===== src/rtl/lsu_pkg.sv =====
// Shared types and request-classification helpers for the load/store unit.
package lsu_pkg;

  typedef enum logic [2:0] {
    OP_LB  = 3'd0,
    OP_LBU = 3'd1,
    OP_LH  = 3'd2,
    OP_LHU = 3'd3,
    OP_LW  = 3'd4,
    OP_SB  = 3'd5,
    OP_SH  = 3'd6,
    OP_SW  = 3'd7
  } lsu_op_t;

  typedef enum logic [1:0] {
    ST_IDLE,
    ST_ACCESS,
    ST_WRITEBACK,
    ST_RESP
  } lsu_state_t;

  function automatic logic is_load(input lsu_op_t op);
    return op inside {OP_LB, OP_LBU, OP_LH, OP_LHU, OP_LW};
  endfunction

  function automatic logic is_store(input lsu_op_t op);
    return op inside {OP_SB, OP_SH, OP_SW};
  endfunction

  function automatic logic is_misaligned(input lsu_op_t op, input logic [1:0] addr_lo);
    case (op)
      OP_LH, OP_LHU, OP_SH: return addr_lo[0];
      OP_LW, OP_SW:         return addr_lo != 2'b00;
      default:              return 1'b0;
    endcase
  endfunction

endpackage


===== src/rtl/lsu_byte_lane.sv =====
// Little-endian lane logic: extract+extend for loads, lane merge for sub-word stores.
module lsu_byte_lane
  import lsu_pkg::*;
(
  input  lsu_op_t     op,
  input  logic [1:0]  lane,
  input  logic [31:0] mem_word,
  input  logic [31:0] store_data,
  output logic [31:0] load_data,
  output logic [31:0] merged_word
);

  logic [7:0]  byte_sel;
  logic [15:0] half_sel;

  always_comb begin
    byte_sel    = mem_word[{lane, 3'b000} +: 8];
    half_sel    = lane[1] ? mem_word[31:16] : mem_word[15:0];
    load_data   = mem_word;
    merged_word = mem_word;
    case (op)
      OP_LB:  load_data = {{24{byte_sel[7]}}, byte_sel};
      OP_LBU: load_data = {24'd0, byte_sel};
      OP_LH:  load_data = {{16{half_sel[15]}}, half_sel};
      OP_LHU: load_data = {16'd0, half_sel};
      OP_SB:  merged_word[{lane, 3'b000} +: 8] = store_data[7:0];
      OP_SH: begin
        if (lane[1]) merged_word[31:16] = store_data[15:0];
        else         merged_word[15:0]  = store_data[15:0];
      end
      OP_SW:  merged_word = store_data;
      default: ;
    endcase
  end

endmodule


===== src/rtl/load_store_unit.sv =====
// Single-outstanding load/store initiator; sub-word stores use read-modify-write.
// Define LSU_PERF_EN to add load_count/store_count performance counters.
module load_store_unit
  import lsu_pkg::*;
#(
  parameter int ADDR_W = 32,
  parameter int DATA_W = 32
) (
  input  logic              clk,
  input  logic              rst_n,
  input  logic              req_valid,
  output logic              req_ready,
  input  logic [2:0]        req_op,
  input  logic [ADDR_W-1:0] req_addr,
  input  logic [DATA_W-1:0] req_wdata,
  output logic              resp_valid,
  output logic [DATA_W-1:0] resp_rdata,
  output logic              resp_err,
  output logic [ADDR_W-1:0] mem_address,
  output logic              mem_write,
  output logic [DATA_W-1:0] mem_write_data,
  input  logic [DATA_W-1:0] mem_data
`ifdef LSU_PERF_EN
  ,
  output logic [31:0]       load_count,
  output logic [31:0]       store_count
`endif
);

  lsu_state_t        state_q, state_d;
  lsu_op_t           op_q, op_d;
  logic [ADDR_W-1:0] addr_q, addr_d;
  logic [DATA_W-1:0] wdata_q, wdata_d;
  logic [DATA_W-1:0] merged_q, merged_d;
  logic [DATA_W-1:0] rdata_q, rdata_d;
  logic              err_q, err_d;

  logic [DATA_W-1:0] lane_load;
  logic [DATA_W-1:0] lane_merged;
  logic              misaligned;

  lsu_byte_lane u_lane (
    .op          (op_q),
    .lane        (addr_q[1:0]),
    .mem_word    (mem_data),
    .store_data  (wdata_q),
    .load_data   (lane_load),
    .merged_word (lane_merged)
  );

  assign misaligned  = is_misaligned(op_q, addr_q[1:0]);
  assign mem_address = {addr_q[ADDR_W-1:2], 2'b00};
  assign resp_rdata  = rdata_q;
  assign resp_err    = err_q;

  always_comb begin
    state_d        = state_q;
    op_d           = op_q;
    addr_d         = addr_q;
    wdata_d        = wdata_q;
    merged_d       = merged_q;
    rdata_d        = rdata_q;
    err_d          = err_q;
    req_ready      = 1'b0;
    resp_valid     = 1'b0;
    mem_write      = 1'b0;
    mem_write_data = '0;
    case (state_q)
      ST_IDLE: begin
        req_ready = 1'b1;
        if (req_valid) begin
          op_d    = lsu_op_t'(req_op);
          addr_d  = req_addr;
          wdata_d = req_wdata;
          rdata_d = '0;
          err_d   = 1'b0;
          state_d = ST_ACCESS;
        end
      end
      ST_ACCESS: begin
        state_d = ST_RESP;
        if (misaligned) begin
          err_d = 1'b1;
        end else if (is_load(op_q)) begin
          rdata_d = lane_load;
        end else if (op_q == OP_SW) begin
          mem_write      = 1'b1;
          mem_write_data = wdata_q;
        end else begin
          // Sub-word store: hold the merged word for the write cycle.
          merged_d = lane_merged;
          state_d  = ST_WRITEBACK;
        end
      end
      ST_WRITEBACK: begin
        mem_write      = 1'b1;
        mem_write_data = merged_q;
        state_d        = ST_RESP;
      end
      ST_RESP: begin
        resp_valid = 1'b1;
        state_d    = ST_IDLE;
      end
      default: state_d = ST_IDLE;
    endcase
  end

  always_ff @(posedge clk or negedge rst_n) begin
    if (!rst_n) begin
      state_q  <= ST_IDLE;
      op_q     <= OP_LB;
      addr_q   <= '0;
      wdata_q  <= '0;
      merged_q <= '0;
      rdata_q  <= '0;
      err_q    <= 1'b0;
    end else begin
      state_q  <= state_d;
      op_q     <= op_d;
      addr_q   <= addr_d;
      wdata_q  <= wdata_d;
      merged_q <= merged_d;
      rdata_q  <= rdata_d;
      err_q    <= err_d;
    end
  end

`ifdef LSU_PERF_EN
  logic [31:0] load_count_q, load_count_d;
  logic [31:0] store_count_q, store_count_d;

  always_comb begin
    load_count_d  = load_count_q;
    store_count_d = store_count_q;
    if (state_q == ST_RESP && !err_q) begin
      if (is_load(op_q))       load_count_d  = load_count_q + 32'd1;
      else if (is_store(op_q)) store_count_d = store_count_q + 32'd1;
    end
  end

  always_ff @(posedge clk or negedge rst_n) begin
    if (!rst_n) begin
      load_count_q  <= '0;
      store_count_q <= '0;
    end else begin
      load_count_q  <= load_count_d;
      store_count_q <= store_count_d;
    end
  end

  assign load_count  = load_count_q;
  assign store_count = store_count_q;
`endif

endmodule


===== config.mk =====
export PLATFORM = sky130hd
export DESIGN_NAME = load_store_unit
export DESIGN_NICKNAME = d
export VERILOG_FILES = /design/src/rtl/lsu_pkg.sv /design/src/rtl/lsu_byte_lane.sv /design/src/rtl/load_store_unit.sv
export SDC_FILE = /design/constraint.sdc
export NUM_CORES = 1
export LEC_CHECK = 0
export ABC_AREA = 1
export CORE_UTILIZATION = 60
export CTS_CLUSTER_DIAMETER = 150
export CTS_CLUSTER_SIZE = 40
export DETAILED_ROUTE_END_ITERATION = 10
export DONT_BUFFER_PORTS = 1
export PLACE_DENSITY = 0.76
export SKIP_CTS_REPAIR_TIMING = 1
export SYNTH_ARGS = -nofsm -noshare
export SYNTH_HDL_FRONTEND = slang
export SYNTH_SLANG_ARGS = --single-unit

===== constraint.sdc =====
create_clock -name clk -period 2.6 [get_ports clk]
set_input_delay 0.78 -clock clk [delete_from_list [all_inputs] [get_ports clk]]
set_output_delay 0.78 -clock clk [all_outputs]
set_load 0.05 [all_outputs]

# ---- Word-level counts from Yosys, hierarchy flattened
# Cells that the tools add are included.
dict set report word_totals {
  reg_bits 134
  inputBits 102
  output_inout_bits 100
  wordCells 68
}
dict set report classes {
  add_sub_neg 1
  eq_ne 14
  shifts 3
  muxes 29
  n_bitwise 3
  n_reduce_logical 11
}
# op n
set op_table {}
lappend op_table {{32-bit 2-to-1 mux} 6}
lappend op_table {{32-bit one-hot mux with 2 select lines} 3}
lappend op_table {{32-bit one-hot mux with 4 select lines} 1}
lappend op_table {{16-bit 2-to-1 mux} 3}
lappend op_table {{32-bit bitwise mux} 1}
lappend op_table {{8-bit by 7-bit variable shift with 32-bit output (first input constant)} 1}
lappend op_table {{32-bit by 6-bit indexed part select with 8-bit output} 1}
lappend op_table {{8-bit by 7-bit indexed part select with 32-bit output} 1}
lappend op_table {{3-bit equality test (second input constant)} 4}
lappend op_table {{1-bit 2-to-1 mux} 10}
lappend op_table {{2-bit != test (second input constant)} 4}
lappend op_table {{2-bit one-hot mux with 4 select lines} 1}
lappend op_table {{4-bit AND reduction} 2}
lappend op_table {{5-bit negator with 7-bit output} 1}
lappend op_table {{3-bit by 2-bit equality test with 1-bit output (second input constant)} 2}
lappend op_table {{1-bit one-hot mux with 2 select lines} 3}
lappend op_table {{5-bit nonzero test} 1}
lappend op_table {{2-bit equality test (second input constant)} 2}
lappend op_table {{2-bit nonzero test} 2}
lappend op_table {{3-bit by 1-bit equality test with 1-bit output (second input constant)} 1}
lappend op_table {{3-bit zero test} 1}
lappend op_table {{1-bit NOT} 3}
lappend op_table {{3-bit AND reduction} 1}
lappend op_table {{3-bit OR reduction} 1}
lappend op_table {{other kinds (5)} 5}

# ---- Depth between registers and ports, before layout
dict set report depth {
  depth_word 5
  ltp_mapped 12
  mapped_depth_nobuf 11
}

# ---- By module
# Synthesis repeated with hierarchy kept, for this count alone.
dict set report hier_totals {
  hier_cells 1304
  area_unflattened_um2 9082.5
}
# module instances cells_per_inst area_each_um2 seq_area_each_um2
set modules_own_cells {}
lappend modules_own_cells {load_store_unit 1 643 6319.8 3353.2}
lappend modules_own_cells {lsu_byte_lane 1 661 2762.6 0.0}

# ---- Least setup slack after synthesis
# OpenSTA, ideal clock, no wires.
dict set report synth_timing {
  path_type {reg2out}
  from {register addr_q[1]}
  to {output port mem_write_data[8]}
  arrival_ps 2339
  required_time_ps 1820
  path_slack_ps -519
  stages_incl_launch_ff 11
  path_buffers 2
  path_cell_list {dfrtp_1 inv_1 clkbuf_1 ha_1 nor2_1 nand2_1 nand2_2 nor2_4 buf_6 nand2_1 a21oi_1}
}
dict set report synth_between {
  elab_chain_cells 4
}
# item line
set synth_rtl {}
lappend synth_rtl {{from (decl)} load_store_unit.sv:32} ;# logic [ADDR_W-1:0] addr_q, addr_d;
lappend synth_rtl {{from (signal assigned)} load_store_unit.sv:120} ;# addr_q <= addr_d;
lappend synth_rtl {{2-bit nonzero test} lsu_pkg.sv:33} ;# OP_LW, OP_SW: return addr_lo != 2'b00;
lappend synth_rtl {{1-bit one-hot mux with 2 select lines} lsu_pkg.sv:31} ;# case (op)
lappend synth_rtl {{32-bit 2-to-1 mux} load_store_unit.sv:82} ;# if (misaligned) begin
lappend synth_rtl {{32-bit one-hot mux with 2 select lines} load_store_unit.sv:68} ;# case (state_q)
lappend synth_rtl {{to (decl)} load_store_unit.sv:21} ;# output logic [DATA_W-1:0] mem_write_data,
# No other way between the ends.

# ---- Worst setup path in the final report
dict set report layout_timing {
  from {register addr_q[0]}
  to {output port mem_write_data[25]}
}
dict set report layout_between {
  elab_chain_cells 4
}
# item line
set layout_rtl {}
lappend layout_rtl {{2-bit nonzero test} lsu_pkg.sv:33}
lappend layout_rtl {{1-bit one-hot mux with 2 select lines *} lsu_pkg.sv:31}
lappend layout_rtl {{32-bit 2-to-1 mux *} load_store_unit.sv:82}
lappend layout_rtl {{32-bit one-hot mux with 2 select lines *} load_store_unit.sv:68}
# Mark *: on every way between the ends. The rest lies on a longest branch, timed or not.

==> flow_summary.rst <==
.. list-table::
   :header-rows: 1

   * - Metric
     - Value
   * - Worst hold slack
     - roughly 0.049 ns
   * - Count of routing violations after the opening detailed-route iteration
     - about 780
   * - Worst setup path start
     - addr_q[0]
   * - Required time reported for the critical path endpoint
     - 1.82 ns
   * - Power per cell area
     - between 1000 and 1500 nW/um^2
   * - Final Hold Fails
     - 0
   * - Area of the core region
     - 12600 sq um
   * - Yosys warning total
     - 0
   * - Via count normalized by instance count
     - 5.80
   * - Avg Synthesized Cell Area
     - 6.88 sq um
   * - Maximum ir drop on the vdd rail
     - 991 uV
   * - Post-route DRC
     - 0
   * - Failing checks
     - setup timing
   * - Via count of the first global-routing pass
     - 6885
   * - TritonCTS clock tree
     - done
   * - Total inserted antenna cells
     - 0
   * - Number of max-slew violations in the final report
     - 0
   * - Filler cell count
     - 971
   * - Seq/Total Area, Yosys
     - 43.3%
   * - Total wire length after detailed routing
     - 23400 microns
   * - Max-cap violation count
     - 0
   * - HP Class
     - in2async
   * - Largest net degree at the start of global routing
     - roughly 140
   * - Length in cells of the worst reg-to-reg path
     - 10
   * - Highest fanout seen on the critical path
     - 8
   * - Total negative slack for setup checks
     - -9.76 ns
   * - Growth of design area from synthesis to finish
     - 23.3%
   * - Starting utilization of the core area
     - ~61%
   * - Startpoint types
     - flip-flop
   * - Post-synthesis register bit count
     - between 100 and 150
   * - H-tree lvl count
     - 4
   * - Register-to-register setup slack
     - 0.44 ns
   * - Actual slew at the worst max-slew pin
     - 0.770 ns
   * - GRT Residual Overflow
     - 0
   * - Final estimated routing congestion in global placement
     - 1.00
   * - Relative slew margins
     - 48.7%
   * - Maximum clock frequency
     - between 300 and 400 MHz
   * - Critical path capture point
     - mem_write_data[25]
   * - Number of top-level design ports
     - 202
   * - Detailed-router iteration count before antenna repair
     - 6
   * - Setup repair after global routing missed its margin
     - yes
   * - Kind of capture point of the worst setup path
     - output pin
   * - Clock tree root driver cell
     - sky130_fd_sc_hd__clkbuf_16
   * - Leading cell type in the layout, fill and taps excluded
     - sky130_fd_sc_hd__nand2_1
   * - Pleak
     - 4.73 nW
   * - Number of buffers added on ports
     - 0
   * - Setup violations, final
     - 33
   * - Clock transition at the registers of the reported paths
     - 0.06 ns
   * - TritonCTS buffer count
     - 17
   * - Synthesized cell area
     - 7750 sq um
   * - Tmin final
     - between 2 and 3 ns
   * - Detailed-route via count
     - 7551
   * - Area of the die
     - 13400 sq um
   * - Routed length per instance
     - 17.9 microns
   * - Antenna violations before repair
     - 0
   * - Result of the run
     - finished, violations left
   * - Skew final
     - 0.00550 ns
   * - Source-to-sink clock delay at the later pin of the worst-skew pair
     - 0.42 ns
   * - Total Nets Final
     - approximately 1.2k
   * - Die extent in y
     - 116 microns
   * - Signal arrival time at the worst endpoint
     - 2.15 ns
   * - Commonest non-fill, non-tap cells in the layout
     - sky130_fd_sc_hd__nand2_1, sky130_fd_sc_hd__dfrtp_1, sky130_fd_sc_hd__nand3_1, sky130_fd_sc_hd__inv_1, sky130_fd_sc_hd__o21ai_0
   * - Reg-to-Reg Start
     - state_q[0]
   * - Global-route wire length before repair
     - 34600 microns
   * - DRT antenna net count
     - 0
   * - Placement row count
     - 41
   * - Count of mapped cells out of synthesis
     - 1126
   * - Worst slack at placement
     - 0.164 ns
   * - Proportion of layout cells with a drive suffix above 1
     - 15.9%
   * - Worst path setup slack after routing
     - -0.330 ns
   * - Dpl hpwl
     - 15600 microns
   * - Reg2reg end
     - resp_rdata[2]
   * - Die width
     - 116 microns
   * - Total global-route track usage
     - approximately 34%
   * - Total design power
     - ~14 mW
   * - Crit share post-route
     - 113%
   * - Number of sinks handled by clock tree synthesis
     - 134
   * - Number of library cell types mapped by synthesis
     - 26
   * - Largest buffer count on any clock path
     - 2
   * - Critical Setup Path Class
     - reg2out
-- logic make-up after synthesis --
family / Yosys count / share of synthesized area (%)
buf+inv: 160 / 10.6
fa+ha+maj: 9 / 1.45
flops: 134 / 43.3
compound gates: 158 / 10.5
simple gates: 664 / 34.1
other cells: 1 / 0.0484
-- worst min path at each step --
stage          cells past startpoint           end
6_report                           0   wdata_q[15]
5_1_grt                            0   wdata_q[15]
4_1_cts                            0   wdata_q[15]
3_5_place_dp                       2  merged_q[24]
3_3_place_gp                       2  merged_q[30]
2_1_floorplan                      2   merged_q[0]
-- routing by layer --
metal  up-vias  wire, microns  GRT usage [%]
met1      3483           9050           44.1
li1       3484              -              -
met4         0           1010           16.0
met2       500          10700           53.2
met3        84           2590           9.52
met5         -              0              0
-- cells in the mapped netlist --
cell type / instances / area share, %
sky130_fd_sc_hd__dfrtp_1: 134 / 43
sky130_fd_sc_hd__inv_2: 7 / 0.34
sky130_fd_sc_hd__nor2_4: 2 / 0.29
sky130_fd_sc_hd__conb_1: 1 / 0.048
sky130_fd_sc_hd__buf_1: 3 / 0.15
sky130_fd_sc_hd__nor2_1: 53 / 2.6
sky130_fd_sc_hd__a21oi_2: 1 / 0.11
sky130_fd_sc_hd__nand3_1: 63 / 4.1
sky130_fd_sc_hd__clkinv_1: 2 / 0.097
sky130_fd_sc_hd__o21ai_0: 53 / 3.4
sky130_fd_sc_hd__o211ai_1: 8 / 0.78
sky130_fd_sc_hd__clkbuf_1: 23 / 1.1
sky130_fd_sc_hd__buf_4: 40 / 3.9
sky130_fd_sc_hd__o21ai_1: 17 / 1.1
sky130_fd_sc_hd__clkbuf_2: 1 / 0.065
sky130_fd_sc_hd__nand2_1: 529 / 26
sky130_fd_sc_hd__inv_1: 61 / 3.0
sky130_fd_sc_hd__o22ai_1: 1 / 0.081
sky130_fd_sc_hd__or2_2: 2 / 0.16
sky130_fd_sc_hd__buf_6: 7 / 1.0
sky130_fd_sc_hd__a21oi_1: 78 / 5.0
sky130_fd_sc_hd__nand4_1: 8 / 0.65
sky130_fd_sc_hd__ha_1: 9 / 1.5
sky130_fd_sc_hd__buf_2: 16 / 1.0
sky130_fd_sc_hd__nand2_2: 5 / 0.40
sky130_fd_sc_hd__nand2_4: 2 / 0.29
-- power breakdown --
group	switching, mW	leakage, nW	internal (mW)
registers	1.91	1.68	2.96
logic	4.39	2.77	2.20
clock network	0.986	0.275	1.42
total	7.28	4.73	6.58
-- per-stage QoR --
step / utilization, % / std cells / area [sq um]
6_report: 75.7 / 1302 / 9550
5_1_grt: 75.7 / 1302 / 9550
3_3_place_gp: 68.5 / 1263 / 8650
2_1_floorplan: - / 1127 / 8130
4_1_cts: 73.1 / 1294 / 9220
3_5_place_dp: 68.5 / 1263 / 8650
-- worst max-delay path, cell delays in order (launching register included) --
cell	delay, ns
sky130_fd_sc_hd__dfrtp_1	0.39
sky130_fd_sc_hd__inv_2	0.12
sky130_fd_sc_hd__ha_4	0.17
sky130_fd_sc_hd__nor2_4	0.03
sky130_fd_sc_hd__nand2_2	0.07
sky130_fd_sc_hd__nand2_4	0.07
sky130_fd_sc_hd__nor2_4	0.13
sky130_fd_sc_hd__buf_12	0.14
sky130_fd_sc_hd__clkbuf_16	0.20
sky130_fd_sc_hd__nand2_4	0.07
sky130_fd_sc_hd__a21oi_4	0.16
sky130_fd_sc_hd__buf_12	0.15
-- area by class of cell --
class                      instances  area, sq um  area share, %
multi-input combinational        833         4140           43.4
sequential                       134         3360           35.1
timing repair buffer              62          997           10.4
clock buffer                      18          429           4.49
inverter                          70          264           2.76
tap                              172          215           2.25
clock inverter                    13          148           1.55
-- flip-flops by register name, summed over array words and instances (netlist names) --
name / count
merged_q: 32
wdata_q: 32
addr_q: 32
op_q: 3
state_q: 2
resp_err: 1
resp_rdata: 32
Note: power is estimated with default switching activity, not from simulation.
